## src/rtl/mc_control_fsm.sv

```systemverilog
// mc_control_fsm -- multicycle MIPS control unit (main FSM + ALU decode).
//
// Drives the datapath muxes and write enables of the multicycle core from
// the instruction register fields. Moore outputs decoded from the state,
// except PCEn which also folds in the ALU Zero flag for branches.
//
// Parameters:
//   ALUCTRL_W  width of ALUControl (>= 3, codes zero-extended above bit 2)
//   MEM_LAT    extra wait cycles in FETCH / MEMRD / MEMWR (0..15)
//
// Optional feature macro: MC_BNE_EN -- when defined, opcode 0x05 (bne)
// branches on ~Zero; when undefined, 0x05 is reported as illegal.
//
// Ports:
//   clk, rst          rising-edge clock, asynchronous active-high reset
//   Opcode, Funct     IR[31:26], IR[5:0]
//   Zero              ALU zero flag
//   MemtoReg, RegDst, IorD, ALUSrcA, ALUSrcB[1:0], PCSrc[1:0], ZeroExt
//                     datapath mux selects
//   IRWrite, MemWrite, RegWrite, PCEn
//                     write enables (forced low while rst is high)
//   ALUControl        ALU operation
//   Illegal           one-cycle pulse on an unknown opcode in DECODE
//   State             current state (debug)
`timescale 1ns/1ps

module mc_control_fsm #(
    parameter int ALUCTRL_W = 3,
    parameter int MEM_LAT   = 0
) (
    input  logic                 clk,
    input  logic                 rst,
    input  logic [5:0]           Opcode,
    input  logic [5:0]           Funct,
    input  logic                 Zero,
    output logic                 MemtoReg,
    output logic                 RegDst,
    output logic                 IorD,
    output logic                 ALUSrcA,
    output logic [1:0]           ALUSrcB,
    output logic [1:0]           PCSrc,
    output logic                 ZeroExt,
    output logic                 IRWrite,
    output logic                 MemWrite,
    output logic                 RegWrite,
    output logic                 PCEn,
    output logic [ALUCTRL_W-1:0] ALUControl,
    output logic                 Illegal,
    output logic [3:0]           State
);

    typedef enum logic [3:0] {
        S_FETCH  = 4'd0,
        S_DECODE = 4'd1,
        S_MEMADR = 4'd2,
        S_MEMRD  = 4'd3,
        S_MEMWB  = 4'd4,
        S_MEMWR  = 4'd5,
        S_RTEXE  = 4'd6,
        S_ALUWB  = 4'd7,
        S_BRANCH = 4'd8,
        S_IMMEXE = 4'd9,
        S_IMMWB  = 4'd10,
        S_JUMP   = 4'd11
    } state_t;

    localparam logic [5:0] OP_R    = 6'h00;
    localparam logic [5:0] OP_J    = 6'h02;
    localparam logic [5:0] OP_BEQ  = 6'h04;
    localparam logic [5:0] OP_BNE  = 6'h05;
    localparam logic [5:0] OP_ADDI = 6'h08;
    localparam logic [5:0] OP_ANDI = 6'h0C;
    localparam logic [5:0] OP_ORI  = 6'h0D;
    localparam logic [5:0] OP_LW   = 6'h23;
    localparam logic [5:0] OP_SW   = 6'h2B;

    localparam logic [2:0] ALU_ADD = 3'b010;
    localparam logic [2:0] ALU_SUB = 3'b110;
    localparam logic [2:0] ALU_AND = 3'b000;
    localparam logic [2:0] ALU_OR  = 3'b001;
    localparam logic [2:0] ALU_SLT = 3'b111;

    localparam logic [3:0] LAT = 4'(MEM_LAT);

    state_t     state_q, state_d;
    logic [3:0] cnt_q;
    logic       mem_state, mem_last;
    logic       pcwrite, branch, bcond;
    logic [2:0] alu_op;

    function automatic logic [2:0] funct_op(input logic [5:0] f);
        case (f)
            6'h20:   return ALU_ADD;
            6'h22:   return ALU_SUB;
            6'h24:   return ALU_AND;
            6'h25:   return ALU_OR;
            6'h2A:   return ALU_SLT;
            default: return ALU_ADD;
        endcase
    endfunction

    // Memory-access states hold until the wait counter reaches MEM_LAT.
    always_comb begin
        mem_state = (state_q == S_FETCH) || (state_q == S_MEMRD) || (state_q == S_MEMWR);
        mem_last  = mem_state && (cnt_q == LAT);
    end

    always_comb begin
`ifdef MC_BNE_EN
        bcond = (Opcode == OP_BNE) ? ~Zero : Zero;
`else
        bcond = Zero;
`endif
    end

    always_ff @(posedge clk or posedge rst) begin
        if (rst) begin
            state_q <= S_FETCH;
            cnt_q   <= '0;
        end else begin
            state_q <= state_d;
            // Every state exit happens on a cycle where either the state is
            // not a memory state or mem_last is true, so this clears on entry.
            if (mem_state && !mem_last)
                cnt_q <= cnt_q + 4'd1;
            else
                cnt_q <= '0;
        end
    end

    always_comb begin
        state_d  = state_q;
        MemtoReg = 1'b0;
        RegDst   = 1'b0;
        IorD     = 1'b0;
        ALUSrcA  = 1'b0;
        ALUSrcB  = 2'b00;
        PCSrc    = 2'b00;
        ZeroExt  = 1'b0;
        IRWrite  = 1'b0;
        MemWrite = 1'b0;
        RegWrite = 1'b0;
        Illegal  = 1'b0;
        pcwrite  = 1'b0;
        branch   = 1'b0;
        alu_op   = ALU_AND;

        case (state_q)
            S_FETCH: begin
                ALUSrcB = 2'b01;
                alu_op  = ALU_ADD;
                if (mem_last) begin
                    IRWrite = 1'b1;
                    pcwrite = 1'b1;
                    state_d = S_DECODE;
                end
            end
            S_DECODE: begin
                ALUSrcB = 2'b11;
                alu_op  = ALU_ADD;
                case (Opcode)
                    OP_LW, OP_SW:           state_d = S_MEMADR;
                    OP_R:                   state_d = S_RTEXE;
                    OP_BEQ:                 state_d = S_BRANCH;
`ifdef MC_BNE_EN
                    OP_BNE:                 state_d = S_BRANCH;
`endif
                    OP_ADDI, OP_ANDI, OP_ORI: state_d = S_IMMEXE;
                    OP_J:                   state_d = S_JUMP;
                    default: begin
                        Illegal = 1'b1;
                        state_d = S_FETCH;
                    end
                endcase
            end
            S_MEMADR: begin
                ALUSrcA = 1'b1;
                ALUSrcB = 2'b10;
                alu_op  = ALU_ADD;
                state_d = (Opcode == OP_SW) ? S_MEMWR : S_MEMRD;
            end
            S_MEMRD: begin
                IorD = 1'b1;
                if (mem_last) state_d = S_MEMWB;
            end
            S_MEMWB: begin
                MemtoReg = 1'b1;
                RegWrite = 1'b1;
                state_d  = S_FETCH;
            end
            S_MEMWR: begin
                IorD = 1'b1;
                if (mem_last) begin
                    MemWrite = 1'b1;
                    state_d  = S_FETCH;
                end
            end
            S_RTEXE: begin
                ALUSrcA = 1'b1;
                alu_op  = funct_op(Funct);
                state_d = S_ALUWB;
            end
            S_ALUWB: begin
                RegDst   = 1'b1;
                RegWrite = 1'b1;
                state_d  = S_FETCH;
            end
            S_BRANCH: begin
                ALUSrcA = 1'b1;
                alu_op  = ALU_SUB;
                PCSrc   = 2'b01;
                branch  = 1'b1;
                state_d = S_FETCH;
            end
            S_IMMEXE, S_IMMWB: begin
                case (Opcode)
                    OP_ANDI: begin alu_op = ALU_AND; ZeroExt = 1'b1; end
                    OP_ORI:  begin alu_op = ALU_OR;  ZeroExt = 1'b1; end
                    default: alu_op = ALU_ADD;
                endcase
                if (state_q == S_IMMEXE) begin
                    ALUSrcA = 1'b1;
                    ALUSrcB = 2'b10;
                    state_d = S_IMMWB;
                end else begin
                    RegWrite = 1'b1;
                    state_d  = S_FETCH;
                end
            end
            S_JUMP: begin
                PCSrc   = 2'b10;
                pcwrite = 1'b1;
                state_d = S_FETCH;
            end
            default: state_d = S_FETCH;
        endcase

        PCEn = pcwrite | (branch & bcond);

        // Write strobes are suppressed for the whole reset pulse so that an
        // asynchronous reset mid-instruction never leaves a partial write.
        if (rst) begin
            IRWrite  = 1'b0;
            MemWrite = 1'b0;
            RegWrite = 1'b0;
            PCEn     = 1'b0;
            Illegal  = 1'b0;
        end

        ALUControl      = '0;
        ALUControl[2:0] = alu_op;
        State           = state_q;
    end

endmodule

```

## config.mk

```make
export PLATFORM = sky130hd
export DESIGN_NAME = mc_control_fsm
export DESIGN_NICKNAME = d
export VERILOG_FILES = /design/src/rtl/mc_control_fsm.sv
export SDC_FILE = /design/constraint.sdc
export NUM_CORES = 1
export LEC_CHECK = 0
export ABC_AREA = 1
export CORE_MARGIN = 1.5
export CORE_UTILIZATION = 59
export DETAILED_ROUTE_END_ITERATION = 8
export DONT_BUFFER_PORTS = 1
export PLACE_DENSITY = 0.86
export SETUP_SLACK_MARGIN = 0.3
export SLEW_MARGIN = 20
export SYNTH_ARGS = -nofsm -noshare
export SYNTH_HDL_FRONTEND = slang
export SYNTH_SLANG_ARGS = --single-unit
```

## constraint.sdc

```tcl
create_clock -name clk -period 2.25 [get_ports clk]
set_input_delay 0.3375 -clock clk [delete_from_list [all_inputs] [get_ports clk]]
set_output_delay 0.3375 -clock clk [all_outputs]
set_load 0.01 [all_outputs]
```

Yosys cells after proc, flatten, opt, wreduce, memory -nomap -nowiden
Index checks and enable logic that the tools add are counted.
- bits in registers: 8
- word-level logic and storage cells: 83
- $add $sub $neg: 1
- equal/unequal tests: 25
- muxes and demuxes: 35
- bitwise gates (word level): 2
- reduce and logical (&&, ||, !) cells: 18
- operators with widths (cell ; number):
    $eq A6 B6 Y1 const B ; 6
    $pmux W4 S7 ; 1
    $pmux W3 S4 ; 2
    $mux W4 ; 5
    $pmux W4 S5 ; 1
    $eq A6 B4 Y1 const B ; 3
    $mux W1 ; 18
    $eq A4 B3 Y1 const B ; 4
    $eq A4 B4 Y1 const B ; 4
    $reduce_or A2 Y1 ; 5
    $reduce_or A3 Y1 ; 3
    $eq A4 B2 Y1 const B ; 2
    $logic_not A4 Y1 ; 2
    $pmux W2 S2 ; 2
    $pmux W2 S4 ; 1
    $reduce_or A8 Y1 ; 1
    $eq A6 B2 Y1 const B ; 1
    $eq A6 B3 Y1 const B ; 1
    $logic_not A6 Y1 ; 1
    $ne A2 B2 Y1 const B ; 3
    $pmux W1 S2 ; 3
    $add A4 B1 Y4 const B ; 1
    $eq A4 B1 Y1 const B ; 1
    $mux W3 ; 1
    7 further kinds ; 9

Logic depth before layout (Yosys ltp)
Gate-level depths: netlist (run 1).
- depth in word-level cells: 8
- gate-level depth with buffers: 9
- gate-level depth less buffers: 9

Least setup slack after synthesis (run 1)
No wires, ideal clock.
- kind: register -> output
- from: register state_q[1] (netlist: State[1])
- to: output port PCEn
- data arrival time: 1.240 ns
- required time: 1.913 ns
- path slack: 0.672 ns
- stages on the path, launching flop included: 9
- cell sequence: dfrtp_1 > buf_6 > nor2_1 > inv_1 > nor2_1 > nand2_1 > nand2_1 > o21ai_1 > inv_1
- word-level cells in the longest chain between the ends: 8
- elaborated cells between the ends (all ways): 14
- those cells by class: 4 x eq/ne; 4 x mux; 2 x bitwise; 4 x reduce/logical
- RTL lines (item ; RTL line ; source):
    start, declared ; 85 ; state_t state_q, state_d;
    start signal, assigned ; 121 ; state_q <= state_d;
    $eq A4 B2 Y1 / $logic_not A4 Y1 (equally long branches) ; 104, 148 ;
    $logic_or A1 B1 Y1 (2 in series) ; 104 ; mem_state = (state_q == S_FETCH) || (state_q == S_MEMRD) || (state_q == S_MEMWR);
    $logic_and A1 B1 Y1 ; 105 ; mem_last = mem_state && (cnt_q == LAT);
    $mux W1 ; 152 ; if (mem_last) begin
    $pmux W1 S2 ; 148 ; case (state_q)
    $or A1 B1 Y1 (*) ; 238 ; PCEn = pcwrite | (branch & bcond);
    $mux W1 (*) ; 242 ; if (rst) begin
    end, declared ; 46 ; output logic PCEn,
Mark *: on every way between the ends. The rest lies on a longest branch, timed or not.

Worst setup path after layout (run 1)
- from: register state_q[0] (netlist: State[0])
- to: output port ALUControl[0]
- word-level cells in the longest chain between the ends: 3
- elaborated cells between the ends (all ways): 10
- those cells by class: 6 x eq/ne; 1 x mux; 3 x reduce/logical
- RTL lines (item ; RTL line ; source):
    $eq A4 B1 Y1, or another cell as far along ; 148 ;
    $reduce_or A3 Y1 (no source line) / $reduce_or A2 Y1 (equally long branches) ; - ;
    $pmux W3 S4 (*) ; 148 ;
    end, declared ; 47 ; output logic [ALUCTRL_W-1:0] ALUControl,
Marks and branches as above.

==> results of run 1 <==
-- stage by stage --
stage / utilization [%] / worst slack [ps] / hold slack (ps) / std cells
6_report: 67.9 / 294 / 430 / 158
5_1_grt: 67.9 / 237 / 465 / 158
4_1_cts: 66.1 / 295 / 422 / 158
3_5_place_dp: 63.4 / 487 / 211 / 154
3_3_place_gp: 63.4 / 582 / 208 / 154
2_1_floorplan: - / 672 / 166 / 140
-- synthesized netlist by cell type --
master and number:
buf_6 1, nor3b_1 1, a21oi_1 4, o21ai_1 1, nor3_1 2, nand3_2 1, nor2_1 30, ha_1 2
o211ai_1 1, xnor2_1 1, nand4_1 6, xor2_1 1, nand3_1 13, dfrtp_1 8, nor2_2 2, inv_2 2
nand2_2 3, inv_1 25, nand2_1 30, o22ai_1 2, o21ai_0 4
-- power by group through the flow --
stage          sequential (mW)  clock [mW]  combinational (mW)
2_1_floorplan            0.206           0               0.355
3_3_place_gp             0.217           0               0.397
3_5_place_dp             0.219           0               0.417
4_1_cts                  0.216       0.111               0.422
5_1_grt                  0.223       0.122               0.494
6_report                 0.219       0.113               0.455
-- critical path, delay by kind of cell, from the launching register on --
| kind | cells | cell delay [ps] |
|---|---|---|
| and+or+nand+nor | 4 | 510 |
| DFF | 1 | 470 |
| AOI/OAI and AO/OA | 1 | 200 |
| buffers and inverters | 2 | 180 |
-- layout make-up --
| cell class | instances | area share (%) |
|---|---|---|
| Timing Repair Buffer | 1 | 1.15 |
| Clock buffer | 3 | 2.58 |
| Sequential cell | 8 | 23.1 |
| Multi-Input combinational cell | 104 | 59.4 |
| Inverter | 27 | 11.6 |
| Tap cell | 15 | 2.15 |
-- worst paths after layout --
| kind | slack [ps] | end | startpoint |
|---|---|---|---|
| max | 290 | ALUControl[0] | State[0] |
| min | 430 | State[3] | Opcode[2] |
| max reg2reg | 750 | State[1] | State[3] |
| min reg2reg | 510 | cnt_q[0] | cnt_q[0] |
| max in group asynchronous | 1460 | State[1] | rst |
| min in group asynchronous | 500 | State[0] | rst |
-- cell families after synthesis --
family,Yosys count
adders and majority gates,2
buffers and inverters,28
xor gates and xnor gates,2
DFF,8
AOI/OAI and AO/OA,12
and+or+nand+nor,88
-- registers in the layout, summed over array words and instances, names as in the netlist --
register	cells
State	4
cnt_q	4
-- layer usage --
metal	GRT usage (%)	up-vias
li1	-	447
met1	30.9	409
met2	54.8	69
met3	4.44	2
met4	1.72	0
met5	0	-
-- timing repair --
action / CTS / global route
resized for setup: 1 / 7
endpoints found under the hold margin: 8 / 0
endpoints found under the setup margin: 1 / 7
hold buffers: 1 / 0
pin swaps: 0 / 2
==> out/results.tsv, run 1 <==
stage	metric	value	unit
logic_synthesis	sequential fraction of the synthesis area	24.8	%
layout	Synth-to-Final Area Change	8.06	%
logic_synthesis	mux cell area share after synthesis	0	%
floorplanning	Initial Util	62.8	%
layout	post-route cell area	872	um^2
route	via/cell ratio	5.87	
logic_synthesis	complex-gate fraction of the synthesized area	8.06	%
layout	fillcell total	119	
worst_setup_path	Critical Path End Type	output pin	
timing	RSZ-0062 raised after global routing	true	
route	WL met3	224	um
logic_synthesis	Synthesized Nets	157	
timing	worst slew pin tran	352	ps
placed_design	Final GP Congestion	0.800	
floorplanning	row count	13	
route	metal2 WL	1090	um
route	DRC errors left	0	
worst_setup_path	crit path kind	register to output pin	
cts	htree depth	1	
logic_synthesis	synth unique cells	21	
route	total number of vias	927	
timing	Final Cycle Share	86.9	%
hold_path	worst hold path class	input port to register	
floorplanning	die height	40.0	um
layout	register area	201	um^2
logic_synthesis	Adder-Cell Fraction of Synth Area	3.10	%
route	Top Metal Used	met4	
logic_synthesis	largest family of logic cells by synthesized area	simple AND/OR/NAND/NOR gates	
grt	vias in the first global route	743	
hold_path	hold depth	4	
timing	final setup vio count	0	
cts	Max clock buf depth	2	
power_and_ir_drop	power density over the cells	902	mW/mm^2
cts	Setup Buffers After CTS	0	
cts	clock root buffer	clkbuf_4	
logic_synthesis	post-synth top area share	24.8	%
timing	Pins Over Slew Limit	0	
cts	CTS Sinks	8	
power_and_ir_drop	Final Power	787	uW
timing	final hold violation count	0	
route	Post-Route WL	2160	um
power_and_ir_drop	Sw Share	55.5	%
logic_synthesis	Yosys top cell by area	dfrtp_1	
worst_setup_path	Arrival @ worst endpoint	1620	ps
worst_setup_path	CP max FO	6	
power_and_ir_drop	Clock Power Share	14.3	%
layout	share of layout cells above drive strength 1	12.6	%
timing	max frequency	511	MHz
power_and_ir_drop	Lkg Pwr	0.464	nW
route	DRT iter0 DRCs	49	
worst_setup_path	cells along the critical path	inv_1, nand2_1, a21oi_2, inv_1, nor2_2, nand2_1, nand3_1	
logic_synthesis	simple logic cell fraction of the synthesized area	47.9	%
grt	first-pass GRT wire length	3020	um
grt	All-Layer GR Usage	27.5	%
worst_setup_path	max incr delay on CP	470	ps
route	antenna-violating nets left	0	
logic_synthesis	Synth Cell Area	807	um^2
logic_synthesis	#FFs+latches synth	8	
floorplanning	core region area	0.00128	mm^2
cts	CTS tree	yes	
power_and_ir_drop	internal power	350	uW
worst_setup_path	Worst path slowest cell	dfrtp_1	
timing	clock skew	5.28	ps
status	outcome	finished, final reports clean	
grt	initial antenna violation count	0	
route	M1 WL	843	um
power_and_ir_drop	switching pwr	437	uW
layout	footprint of the multi-input gates	518	um^2
logic_synthesis	Mean Syn Cell Area	5.76	um^2
logic_synthesis	xor/xnor cell area share of the yosys netlist	2.17	%
placed_design	DP Wirelength	1720	um
layout	ant diodes	0	
logic_synthesis	top cells by area, synth	dfrtp_1, nand2_1, nor2_1	
grt	largest net degree at the start of global routing	11	
timing	Tmin final	1960	ps
logic_synthesis	YS warnings	0	
timing	setup TNS	0	ps
flow_run	MaxCap Viol Count	0	
worst_setup_path	startpoint types	register	
placed_design	IO Port Bufs	0	
floorplanning	Die Width	40.0	um
power_and_ir_drop	power share of the combinational group	57.9	%
floorplanning	IO Pins	36	
grt	total congestion overflow	0	
layout	most common cell after layout, fill and taps aside	nand2_1	
power_and_ir_drop	worst vdd ir	0.294	mV
route	total iterations of the first detailed-routing run	4	
floorplanning	die area	0.00160	mm^2
power_and_ir_drop	Reg power frac	27.8	%
cts	Clk Latency, worst-skew pair	260	ps
cts	Worst-path clk slew	60	ps
worst_setup_path	Critical Path RT	1910	ps
layout	most frequent cells in the layout	nand2_1, nor2_1, inv_1	
timing	Slew headroom	76.3	%
logic_synthesis	Syn Inst Count	140	
worst_setup_path	worst r2r path cells	8	
cts	CTS Buf Count	3	
placed_design	dpl cell area	815	um^2
route	Routed WL per cell	13.7	um
layout	Final nets	162	
No activity file was read; power rests on OpenSTA's default activity.
==> run 2: changes to the inputs <==
--- a/config.mk
+++ b/config.mk
@@ -5,7 +5,7 @@
 export SDC_FILE = /design/constraint.sdc
 export NUM_CORES = 1
 export LEC_CHECK = 0
-export ABC_AREA = 1
+export ABC_AREA = 0
 export CORE_MARGIN = 1.5
 export CORE_UTILIZATION = 59
 export DETAILED_ROUTE_END_ITERATION = 8
==> out/results.tsv, run 2 <==
stage	metric	value	unit
status	outcome	finished, final reports clean	
timing	final hold violation count	0	
placed_design	dpl cell area	882	um^2
floorplanning	row count	13	
power_and_ir_drop	Lkg Pwr	0.427	nW
logic_synthesis	most frequent cells after synthesis	nor2_1, dfrtp_1, inv_1	
route	DRC errors left	0	
worst_setup_path	CP max FO	5	
layout	Final nets	138	
layout	ant diodes	0	
logic_synthesis	ys async rst share	100	%
floorplanning	Die Width	41.5	um
layout	post-route cell area	0.00102	mm^2
grt	vias in the first global route	847	
timing	worst slew pin tran	389	ps
route	DRT iter0 DRCs	40	
layout	most frequent cells in the layout	nor2_1, inv_1, buf_4	
logic_synthesis	top cells by area, synth	dfrtp_1, nor2_1, nor3b_1	
placed_design	Setup WS pre-CTS	282	ps
worst_setup_path	crit path kind	register to output pin	
logic_synthesis	Synth Flop Type	dfrtp_1	
logic_synthesis	Yosys top cell by area	dfrtp_1	
worst_setup_path	cell family with the largest share of critical-path delay	simple AND/OR/NAND/NOR gates	
timing	max frequency	492	MHz
floorplanning	core region area	0.00133	mm^2
worst_setup_path	worst path buffer plus inverter count	2	
timing	Final Cycle Share	90.3	%
logic_synthesis	sequential fraction of the synthesis area	22.9	%
timing	final setup vio count	0	
placed_design	DP Wirelength	1630	um
cts	Worst-path clk slew	50	ps
route	via/cell ratio	6.62	
route	Routed WL per cell	17.4	um
timing	clock skew	5.33	ps
floorplanning	IO Pins	36	
route	total number of vias	887	
route	Post-Route WL	2340	um
cts	CTS Buf Count	3	
floorplanning	Initial Util	65.5	%
layout	final core utilization	76.6	%
grt	All-Layer GR Usage	26.5	%
worst_setup_path	cells along the critical path	inv_1, ha_1, or3b_4, nor4_2, buf_4	
hold_path	worst hold path class	input port to register	
route	total iterations of the first detailed-routing run	4	
layout	share of layout cells above drive strength 1	32.8	%
logic_synthesis	EDFF count, synth	0	
cts	htree depth	1	
logic_synthesis	YS warnings	0	
worst_setup_path	Critical Path End Type	output pin	
logic_synthesis	Syn Inst Count	111	
power_and_ir_drop	power density over the cells	961	mW/mm^2
worst_setup_path	Arrival @ worst endpoint	1690	ps
route	antenna-violating nets left	0	
cts	clock root buffer	clkbuf_4	
worst_setup_path	startpoint types	register	
cts	CTS tree	yes	
cts	CTS Sinks	8	
flow_run	MaxCap Viol Count	0	
timing	PnR worst setup slack	218	ps
timing	setup TNS	0	ps
timing	Pins Over Slew Limit	0	
placed_design	DP Cell Count	124	
layout	Synth-to-Final Area Change	17.0	%
worst_setup_path	max incr delay on CP	420	ps
logic_synthesis	#FFs+latches synth	8	
logic_synthesis	Synthesized Nets	128	
worst_setup_path	Critical Path RT	1910	ps
grt	first-pass GRT wire length	3620	um
placed_design	Final GP Congestion	0.841	
cts	Max clock buf depth	2	
timing	Slew headroom	74.0	%
grt	initial antenna violation count	0	
timing	Tmin final	2030	ps
grt	total congestion overflow	0	
cts	Clk Latency, worst-skew pair	250	ps
logic_synthesis	Mean Syn Cell Area	7.87	um^2
power_and_ir_drop	worst vdd ir	0.651	mV
grt	largest net degree at the start of global routing	12	
layout	final non-filler cell total	134	
logic_synthesis	synth unique cells	44	
floorplanning	die height	41.5	um
layout	most common cell after layout, fill and taps aside	nor2_1	
worst_setup_path	Worst path slowest cell	or3b_4	
logic_synthesis	most frequent cell after synthesis	nor2_1	
timing	RSZ-0062 raised after global routing	true	
logic_synthesis	Synth Cell Area	873	um^2
layout	fillcell total	109	
floorplanning	die area	0.00172	mm^2
logic_synthesis	post-synth top area share	22.9	%
placed_design	IO Port Bufs	0	
==> run 2: per-stage QoR <==
| stage | power, mW | hold WS [ps] |
|---|---|---|
| CTS | 0.911 | 295 |
| floorplan | 0.669 | 153 |
| detailed placement | 0.756 | 185 |
| global placement | 0.739 | 184 |
| global route | 1.06 | 308 |
| finish | 0.983 | 318 |
==> run 2: timing repair <==
| item | CTS | global route |
|---|---|---|
| endpoints found under the setup margin | 7 | 7 |
| setup buffers | 3 | 3 |
| hold buffers | 1 | 0 |
| gates resized for setup | 11 | 7 |
| pin swaps | 3 | 4 |
| hold endpoints to repair | 8 | 0 |
==> run 2: per-layer routing <==
metal	track usage, %	up-vias	routed length, um
met4	4.52	0	0
met5	0	-	0
met3	7.83	0	225
met2	45.0	50	1150
met1	33.5	425	956
li1	-	412	-
==> run 2: area by class of cell <==
class,count,area (um^2),share of cell area [%]
Multi-Input combinational cell,88,653,63.9
Timing Repair Buffer,12,92.6,9.06
Clock buffer,3,22.5,2.20
Tap cell,15,18.8,1.84
Inverter,8,30.0,2.94
Sequential cell,8,205,20.1
==> run 2: cell families (layout without fill, tap and decap cells) <==
kind of cell | Yosys count | count (layout) | share of synthesized area [%]
xor gates and xnor gates | 4 | 4 | 4.01
buffers and inverters | 15 | 23 | 8.88
muxes | 2 | 2 | 2.44
AOI/OAI and AO/OA | 21 | 21 | 16.5
DFF | 8 | 8 | 22.9
adders and majority gates | 3 | 3 | 4.01
and+or+nand+nor | 58 | 58 | 41.3
==> run 2: power by group <==
group          switching [mW]  internal (mW)  leakage (nW)
Combinational           0.374          0.255         0.310
Sequential             0.0739          0.173         0.103
Clock                  0.0469         0.0609        0.0138
==> run 2: path summary, 6_finish.rpt <==
| check | to | start | depth (start not counted) | slack (ps) |
|---|---|---|---|---|
| min in group asynchronous | cnt_q[3] | rst | 2 | 480 |
| setup / recovery | IRWrite | cnt_q[1] | 5 | 220 |
| max in group asynchronous | State[3] | rst | 2 | 1520 |
| hold reg to reg | cnt_q[3] | cnt_q[3] | 2 | 560 |
| setup reg to reg | State[2] | cnt_q[1] | 6 | 580 |
| hold / removal | State[3] | Opcode[5] | 2 | 320 |
